==> config.mk <==
export PLATFORM = sky130hd
export DESIGN_NAME = e203_ifu_flush_ctrl
export DESIGN_NICKNAME = d
export VERILOG_FILES = /design/src/rtl/e203_ifu_flush_pkg.sv /design/src/rtl/e203_ifu_outs_cnt.sv /design/src/rtl/e203_ifu_flush_ctrl.sv
export SDC_FILE = /design/constraint.sdc
export NUM_CORES = 1
export LEC_CHECK = 0
export CORE_ASPECT_RATIO = 1.4
export CORE_MARGIN = 4
export CORE_UTILIZATION = 40
export DETAILED_ROUTE_END_ITERATION = 10
export PLACE_DENSITY = 0.71
export SETUP_SLACK_MARGIN = 0.3
export SLEW_MARGIN = 15
export SYNTH_ARGS = -nofsm -noshare
export SYNTH_HDL_FRONTEND = slang
export SYNTH_HIERARCHICAL = 1
export SYNTH_SLANG_ARGS = --single-unit
==> constraint.sdc <==
create_clock -name clk -period 3.5 [get_ports clk]
set_input_delay 0.875 -clock clk [delete_from_list [all_inputs] [get_ports clk]]
set_output_delay 0.875 -clock clk [all_outputs]
set_load 0.05 [all_outputs]
==> src/rtl/e203_ifu_flush_pkg.sv <==
// Shared types and constants for the IFU flush/halt fetch controller.
// Optional registered flush target: E203_FLUSH_TGT_REG_EN.
package e203_ifu_flush_pkg;

  typedef enum logic [1:0] {
    ST_RUN        = 2'd0,
    ST_HALT_DRAIN = 2'd1,
    ST_HALTED     = 2'd2
  } ifu_state_e;

  localparam int unsigned FETCH_INC = 4;

  function automatic int unsigned outs_cnt_w(input int unsigned depth);
    return $clog2(depth + 1);
  endfunction

endpackage

==> src/rtl/e203_ifu_outs_cnt.sv <==
// Saturating up/down counter with parallel load.
// Used for the outstanding-request count and the kill count.
module e203_ifu_outs_cnt
  import e203_ifu_flush_pkg::*;
#(
  parameter int unsigned MAX = 2,
  parameter int unsigned W   = outs_cnt_w(MAX)
) (
  input  logic         clk,
  input  logic         rst,
  input  logic         inc_i,
  input  logic         dec_i,
  input  logic         load_i,
  input  logic [W-1:0] load_val_i,
  output logic [W-1:0] cnt_o
);

  localparam logic [W-1:0] MAX_C = W'(MAX);

  logic [W-1:0] cnt_q;
  logic [W-1:0] cnt_d;

  always_comb begin
    cnt_d = cnt_q;
    if (load_i) begin
      cnt_d = load_val_i;
    end else if (inc_i && !dec_i && (cnt_q != MAX_C)) begin
      cnt_d = cnt_q + W'(1);
    end else if (dec_i && !inc_i && (cnt_q != '0)) begin
      cnt_d = cnt_q - W'(1);
    end
  end

  always_ff @(posedge clk or posedge rst) begin
    if (rst) begin
      cnt_q <= '0;
    end else begin
      cnt_q <= cnt_d;
    end
  end

  assign cnt_o = cnt_q;

endmodule

==> src/rtl/e203_ifu_flush_ctrl.sv <==
// IFU fetch request generator answering commit flush and WFI halt requests.
// Define E203_FLUSH_TGT_REG_EN to register the flush target (ack one cycle late).
module e203_ifu_flush_ctrl
  import e203_ifu_flush_pkg::*;
#(
  parameter int unsigned         PC_SIZE    = 32,
  parameter logic [PC_SIZE-1:0]  RESET_PC   = PC_SIZE'(32'h0000_1000),
  parameter int unsigned         OUTS_DEPTH = 2
) (
  input  logic               clk,
  input  logic               rst,
  input  logic               flush_req,
  input  logic [PC_SIZE-1:0] flush_add_op1,
  input  logic [PC_SIZE-1:0] flush_add_op2,
  output logic               flush_ack,
  input  logic               halt_req,
  output logic               halt_ack,
  output logic               ifu_req_valid,
  input  logic               ifu_req_ready,
  output logic [PC_SIZE-1:0] ifu_req_pc,
  input  logic               ifu_rsp_valid,
  output logic               ifu_rsp_ready,
  output logic               ifu_rsp_kill,
  output logic               ifu_halted
);

  localparam int unsigned   CW      = outs_cnt_w(OUTS_DEPTH);
  localparam logic [CW-1:0] DEPTH_C = CW'(OUTS_DEPTH);

  ifu_state_e state_q;
  ifu_state_e state_d;

  logic [PC_SIZE-1:0] pc_q;
  logic [PC_SIZE-1:0] pc_d;
  logic [PC_SIZE-1:0] tgt;

  logic [CW-1:0] outs_cnt;
  logic [CW-1:0] kill_cnt;
  logic [CW-1:0] kill_ld;

  logic req_hsk;
  logic rsp_hsk;
  logic flush_acc;
  logic drain_ok;

`ifdef E203_FLUSH_TGT_REG_EN
  logic               pend_q;
  logic               pend_d;
  logic [PC_SIZE-1:0] tgt_q;
  logic [PC_SIZE-1:0] tgt_d;

  // First sighting of flush_req captures the sum; the next cycle acks.
  always_comb begin
    pend_d = flush_req & ~pend_q;
    tgt_d  = tgt_q;
    if (pend_d) begin
      tgt_d = flush_add_op1 + flush_add_op2;
    end
  end

  always_ff @(posedge clk or posedge rst) begin
    if (rst) begin
      pend_q <= 1'b0;
      tgt_q  <= '0;
    end else begin
      pend_q <= pend_d;
      tgt_q  <= tgt_d;
    end
  end

  assign flush_acc = flush_req & pend_q;
  assign tgt       = tgt_q;
`else
  assign flush_acc = flush_req & ~rst;
  assign tgt       = flush_add_op1 + flush_add_op2;
`endif

  assign ifu_req_valid = ~rst
                       & (state_q == ST_RUN)
                       & ~halt_req
                       & ~flush_req
                       & (outs_cnt < DEPTH_C);

  assign req_hsk = ifu_req_valid & ifu_req_ready;
  // A response with nothing outstanding is ignored.
  assign rsp_hsk = ifu_rsp_valid & (outs_cnt != '0);
  assign kill_ld = outs_cnt - CW'(rsp_hsk);

  assign drain_ok = (outs_cnt == '0)
                  | ((outs_cnt == CW'(1)) & rsp_hsk);

  e203_ifu_outs_cnt #(
    .MAX (OUTS_DEPTH),
    .W   (CW)
  ) u_outs_cnt (
    .clk        (clk),
    .rst        (rst),
    .inc_i      (req_hsk),
    .dec_i      (rsp_hsk),
    .load_i     (1'b0),
    .load_val_i ('0),
    .cnt_o      (outs_cnt)
  );

  e203_ifu_outs_cnt #(
    .MAX (OUTS_DEPTH),
    .W   (CW)
  ) u_kill_cnt (
    .clk        (clk),
    .rst        (rst),
    .inc_i      (1'b0),
    .dec_i      (rsp_hsk),
    .load_i     (flush_acc),
    .load_val_i (kill_ld),
    .cnt_o      (kill_cnt)
  );

  always_comb begin
    pc_d = pc_q;
    if (flush_acc) begin
      pc_d = tgt;
    end else if (req_hsk) begin
      pc_d = pc_q + PC_SIZE'(FETCH_INC);
    end
  end

  always_comb begin
    state_d = state_q;
    unique case (state_q)
      ST_RUN: begin
        if (halt_req) begin
          state_d = (flush_acc && drain_ok) ? ST_HALTED : ST_HALT_DRAIN;
        end
      end
      ST_HALT_DRAIN: begin
        if (!halt_req) begin
          state_d = ST_RUN;
        end else if (drain_ok) begin
          state_d = ST_HALTED;
        end
      end
      ST_HALTED: begin
        if (!halt_req) begin
          state_d = ST_RUN;
        end
      end
      default: state_d = ST_RUN;
    endcase
  end

  always_ff @(posedge clk or posedge rst) begin
    if (rst) begin
      state_q <= ST_RUN;
      pc_q    <= RESET_PC;
    end else begin
      state_q <= state_d;
      pc_q    <= pc_d;
    end
  end

  assign flush_ack     = flush_acc;
  assign ifu_req_pc    = pc_q;
  assign ifu_rsp_ready = 1'b1;
  assign ifu_rsp_kill  = flush_acc | (kill_cnt != '0);
  assign ifu_halted    = (state_q == ST_HALTED);
  assign halt_ack      = (state_q == ST_HALTED) & halt_req;

endmodule

# Yosys cells after proc, flatten, opt, wreduce, memory -nomap -nowiden
# Index checks and enable logic that the tools add are counted.
totals:
  elab_cells: 60
  register_bits: 38
  in_bits: 70
classes:
  n_addsub: 6
  n_reduce_logical: 16
  eq_ne: 7
  muxes: 12
  order_cmp: 1
  bitwise_logic: 14
ops:
  columns: ["operator", "n"]
  rows:
  - ["$mux W32", 2]
  - ["$add A32 B3 Y32 const B", 1]
  - ["$add A32 B32 Y32", 1]
  - ["$mux W2", 9]
  - ["$reduce_bool A2 Y1", 5]
  - ["$and A1 B1 Y1", 9]
  - ["$logic_and A1 B1 Y1", 6]
  - ["$ne A2 B2 Y1 const B", 3]
  - ["$pmux W2 S3", 1]
  - ["$eq A2 B1 Y1 const B", 2]
  - ["$logic_not A2 Y1", 2]
  - ["$sub A2 B1 Y2 const B", 2]
  - ["$ne A3 B3 Y1 const B", 1]
  - ["$not A1 Y1", 3]
  - ["$reduce_and A3 Y1", 1]
  - ["$add A2 B1 Y2 const B", 1]
  - ["$eq A2 B2 Y1 const B", 1]
  - ["$logic_not A1 Y1", 2]
  - ["$lt A2 B2 Y1 const B", 1]
  - ["$or A1 B1 Y1", 2]
  - ["$sub A2 B1 Y2", 1]

# Logic depth before layout (Yosys ltp)
depth:
  word_depth: 11
  ltp_mapped: 11
  mapped_depth_nobuf: 11

# Cells and area by module
# Netlist, hierarchy kept.
modules_own_cells:
  columns: ["module", "cells_each", "seq_area_each_um2", "area_each_um2", "instances"]
  rows:
  - ["e203_ifu_flush_ctrl", 486, 852.1, 3702.3, 1]
  - ["e203_ifu_outs_cnt", 16, 50.0, 142.6, 2]

# Least setup slack after synthesis
# OpenSTA, ideal clock, no wires.
synth_path:
  kind: "input to output"
  start: "in rst"
  end: "out flush_ack"
  t_required_ns: 2.625
  path_buffers: 2
  stages: 5
  arrival_ns: 2.989
  slack_ns: -0.364
  path_cell_list: "inv_1 nand2_1 inv_1 clkbuf_1 clkbuf_1"
synth_between:
  elab_chain_len: 2
synth_rtl:
  columns: ["element", "line", "text"]
  rows:
  - ["from (decl)", "e203_ifu_flush_ctrl.sv:11", "input logic rst,"]
  - ["$not A1 Y1", "e203_ifu_flush_ctrl.sv:74", "assign flush_acc = flush_req & ~rst;"]
  - ["$and A1 B1 Y1", "e203_ifu_flush_ctrl.sv:74", null]
  - ["to (decl)", "e203_ifu_flush_ctrl.sv:15", "output logic flush_ack,"]
# Every way passes these cells.

# Worst setup path in the final report
layout_path:
  start: "in flush_add_op1[4]"
  end: "reg pc_q[24], in the netlist ifu_req_pc[24]"
layout_between:
  elab_chain_len: 2
layout_rtl:
  columns: ["element", "line", "text"]
  rows:
  - ["from (decl)", "e203_ifu_flush_ctrl.sv:13", "input logic [PC_SIZE-1:0] flush_add_op1,"]
  - ["$add A32 B32 Y32", "e203_ifu_flush_ctrl.sv:75", "assign tgt = flush_add_op1 + flush_add_op2;"]
  - ["$mux W32", "e203_ifu_flush_ctrl.sv:120", "if (flush_acc) begin"]
  - ["to (signal assigned)", "e203_ifu_flush_ctrl.sv:157", "pc_q <= pc_d;"]
  - ["to (decl)", "e203_ifu_flush_ctrl.sv:33", "logic [PC_SIZE-1:0] pc_q;"]
# Every way passes these cells.
# A chain may end at the register's enable or synchronous reset.

==> results.md <==
- Final setup margin: 0.452 ns
- Count of cell types in the netlist: 65
- Total power: 2.34 mW
- Max clock buf depth: 2
- Transition at the pin with the smallest max-transition slack: 0.532 ns
- Maximum net fanout on the critical path: 4
- Final critical-path required period: 3.05 ns
- Number of cells after detailed placement: 761
- Leading cell type in the layout, fill and taps excluded: sky130_fd_sc_hd__clkdlybuf4s50_1
- Synth Flop Type: sky130_fd_sc_hd__dfrtp_1
- Clk root buf: sky130_fd_sc_hd__clkbuf_16
- Path class of the lowest-slack min-delay path: register to register
- Proportion of synthesized chip area in sequential cells: 0.239
- Number of global-route vias before repair: 4019
- Int Power: 1.32 mW
- Total die area: 11700 µm²
- Die width: 92.4 µm
- Power Density: 419 nW/µm²
- Core box area: 9620 µm²
- Hold_ws: 0.478 ns
- Global routing usage summed across all routing layers: 0.189
- Final period utilization: 0.871
- Launching element type of the critical path: input pin
- Initial Utilization: 0.415
- Critical path start-end classification: input pin to register
- 1st-iter DRT viols: 248
- Core Rows: 42
- Mapped cell area: 3990 µm²
- Maximum number of pins on one net before global-route repair: 35
- Vias per inst: 5.32
- Share of synthesized registers carrying an async set or reset: 1.00
- Number of instances in the synthesized netlist: 518
- Setup clock skew after layout: 0.00423 ns
- Worst VDD drop: 274 µV
- Run status: finished clean
- Cell-by-cell trace of the critical path: clkdlybuf4s50_1, ha_4, a21o_1, buf_4, o31ai_1, o211ai_1, a211o_1, a21boi_1, xor2_1, o21ai_1
- Detailed Place HPWL: 9060 µm
- Wire length per cell after detailed routing: 14.6 µm
- Height of the chip: 126 µm
- Post-route insts no fill: 774
- Count of antenna diodes in the layout: 0
- Relative contribution of the clock network to total power: 0.192
- Drt pass-1 iters: 4
- Comb power frac: 0.523
- Boundary Pins: 108
- Sum of negative setup slack: 0 ns
- Antenna Nets Post-Route: 0
- Worst slew margin: 0.644
- Hold Fails Final Rpt: 0
- Total via count after detailed routing: 4119
- Final max-slew violation count: 0
- Max-cap violation count: 0
- Clock transition at the register clock pins on the worst setup and hold paths after CTS: 0.06 ns
- Top cell type's share of synthesized area: 0.232
- Net switching power: 1.02 mW
- Leakage power total: 2.43 nW
- Dominant delay contributor by cell family on the critical path: compound AO/OA/AOI/OAI gates
- Instance area at placement: 5300 µm²
- Congestion Overflow GR: 0
- CP Buf/Inv Count: 2
- Count of flip-flops with a built-in enable after synthesis: 0
- Detailed Route WL: 11300 µm
- Sw Ratio: 0.437
- Pre-CTS setup slack: -0.173 ns
- Setup violation total in the final timing report: 0
- Flip-flop and latch count after synthesis: 38
- Ranking of synthesized cells by area: sky130_fd_sc_hd__dfrtp_1 23%, sky130_fd_sc_hd__ha_1 10%, sky130_fd_sc_hd__a21oi_1 7.0%
- Average footprint of a synthesized cell: 7.70 µm²
- Finished Cell Area: 5580 µm²
- Final nets: 745
- Data arrival time of the critical path: 3.20 ns
- Clock latency on the worst-skew pair: 0.28 ns
- TritonCTS clock tree: built
- Delay contributed by the slowest stage of the critical path: 0.50 ns
- CTS buffer count: 5
- Area Growth Syn to Fin: 39.8%
- DRC violations left: 0
- Commonest non-fill, non-tap cells in the layout: 97 x sky130_fd_sc_hd__clkdlybuf4s50_1, 61 x sky130_fd_sc_hd__nand2_1, 53 x sky130_fd_sc_hd__a21oi_1, 47 x sky130_fd_sc_hd__nor2_1, 37 x sky130_fd_sc_hd__dfrtp_1
- Sinks on Clock Net: 38
- Number of antenna violations at the first check in global routing: 0
- Crit-path slowest cell: sky130_fd_sc_hd__clkdlybuf4s50_1
- Yosys warnings: 6
- Req. time, crit path: 3.65 ns
- Final RePlAce weighted congestion: 0.881
- Final core utilization: 0.580
- CTS H-Tree Depth: 2
- Highest attainable clock frequency: 328 MHz
- Wire length of the first global-routing pass: 18400 µm
- Setup repair after global routing missed its margin: yes
- Register share of total power: 0.285
- Biggest area consumer among synthesized cells: sky130_fd_sc_hd__dfrtp_1
- Kind of capture point of the worst setup path: register
- # port buffers: 106
- Ratio of cells with drive above 1 in the final layout: 0.104
==> path summary, 6_finish.rpt <==
check | start | end | slack [ns] | depth (start not counted)
hold / removal | ifu_req_pc[0]$_DFFE_PP0P_ | ifu_req_pc[0]$_DFFE_PP0P_ | 0.48 | 2
min in group asynchronous | rst | u_outs_cnt/cnt_o[0]$_DFFE_PP0P_ | 0.58 | 2
setup reg to reg | u_outs_cnt/cnt_o[1]$_DFFE_PP0P_ | ifu_req_pc[30]$_DFFE_PP0P_ | 1.18 | 9
max in group asynchronous | rst | ifu_req_pc[12]$_DFFE_PP1P_ | 2.29 | 3
setup / recovery | flush_add_op1[4] | ifu_req_pc[24]$_DFFE_PP0P_ | 0.45 | 10
hold reg to reg | ifu_req_pc[0]$_DFFE_PP0P_ | ifu_req_pc[0]$_DFFE_PP0P_ | 0.48 | 2
==> area by class of cell <==
class                           instances  area, µm²
Inverter                               26        103
Timing Repair Buffer                  130       1260
Fill cell                             885       4040
Tap cell                              132        165
Multi-Input combinational cell        440       2950
Clock inverter                          1       5.00
Sequential cell                        38        952
Clock buffer                            7        143
==> repair_timing <==
item	CTS	global route
resized for setup	3	17
buffers inserted	1	4
pin swaps	5	11
hold endpoints to repair	0	0
hold buffers	0	0
endpoints found under the setup margin	6	12
==> tightest hold or removal path, cell delays in order, from the launching register on <==
cell and delay [ns]:
sky130_fd_sc_hd__dfrtp_1 0.34, sky130_fd_sc_hd__nand2_1 0.05, sky130_fd_sc_hd__nand2_1 0.06
==> Yosys cell counts, types with 3 or more instances <==
| cell | number |
|---|---|
| sky130_fd_sc_hd__a211o_1 | 4 |
| sky130_fd_sc_hd__a21o_1 | 9 |
| sky130_fd_sc_hd__a21oi_1 | 56 |
| sky130_fd_sc_hd__a221oi_1 | 4 |
| sky130_fd_sc_hd__a31oi_1 | 3 |
| sky130_fd_sc_hd__and2_1 | 4 |
| sky130_fd_sc_hd__and3_1 | 4 |
| sky130_fd_sc_hd__and4_1 | 4 |
| sky130_fd_sc_hd__buf_2 | 3 |
| sky130_fd_sc_hd__clkbuf_1 | 17 |
| sky130_fd_sc_hd__dfrtp_1 | 37 |
| sky130_fd_sc_hd__ha_1 | 33 |
| sky130_fd_sc_hd__inv_1 | 25 |
| sky130_fd_sc_hd__mux2i_1 | 3 |
| sky130_fd_sc_hd__nand2_1 | 63 |
| sky130_fd_sc_hd__nand2b_1 | 5 |
| sky130_fd_sc_hd__nand3_1 | 14 |
| sky130_fd_sc_hd__nand4_1 | 16 |
| sky130_fd_sc_hd__nor2_1 | 47 |
| sky130_fd_sc_hd__nor2b_1 | 4 |
| sky130_fd_sc_hd__nor3_1 | 11 |
| sky130_fd_sc_hd__o211ai_1 | 3 |
| sky130_fd_sc_hd__o21a_1 | 6 |
| sky130_fd_sc_hd__o21ai_0 | 32 |
| sky130_fd_sc_hd__o21ai_1 | 5 |
| sky130_fd_sc_hd__o21bai_1 | 5 |
| sky130_fd_sc_hd__o22ai_1 | 3 |
| sky130_fd_sc_hd__o31ai_1 | 3 |
| sky130_fd_sc_hd__xnor2_1 | 32 |
| sky130_fd_sc_hd__xor2_1 | 20 |
==> sequential cells by signal, summed over array words and instances, names as in the netlist <==
name,cells
state_q,2
u_outs_cnt/cnt_o,2
u_kill_cnt/cnt_o,2
ifu_req_pc,32
==> cell families (layout without fill, tap and decap cells) <==
kind of cell	Yosys count	count (layout)	synth area share
compound gates	152	152	0.239
fa+ha+maj	34	34	0.109
simple gates	188	188	0.240
xor+xnor	52	52	0.114
other cells	2	11	0.00188
buf+inv	49	164	0.0502
flops	38	38	0.239
mux	3	3	0.00753
==> power by group through the flow <==
stage	sequential [mW]	clock [mW]	combinational, mW
after floorplan	0.926	0	0.517
after global placement	0.663	0	1.18
after detailed placement	0.671	0	1.20
after CTS	0.664	0.455	1.21
after global routing	0.682	0.484	1.31
final	0.666	0.449	1.22
==> metal layers <==
| metal | global-route usage | up-vias | part of all wire |
|---|---|---|---|
| met3 | 0.0203 | 10 | 0.042 |
| met2 | 0.355 | 104 | 0.53 |
| met5 | 0 | - | 0 |
| met4 | 0.0551 | 0 | 0.012 |
| met1 | 0.223 | 1917 | 0.42 |
| li1 | - | 2088 | - |
Power figures use the tool's default switching activity.
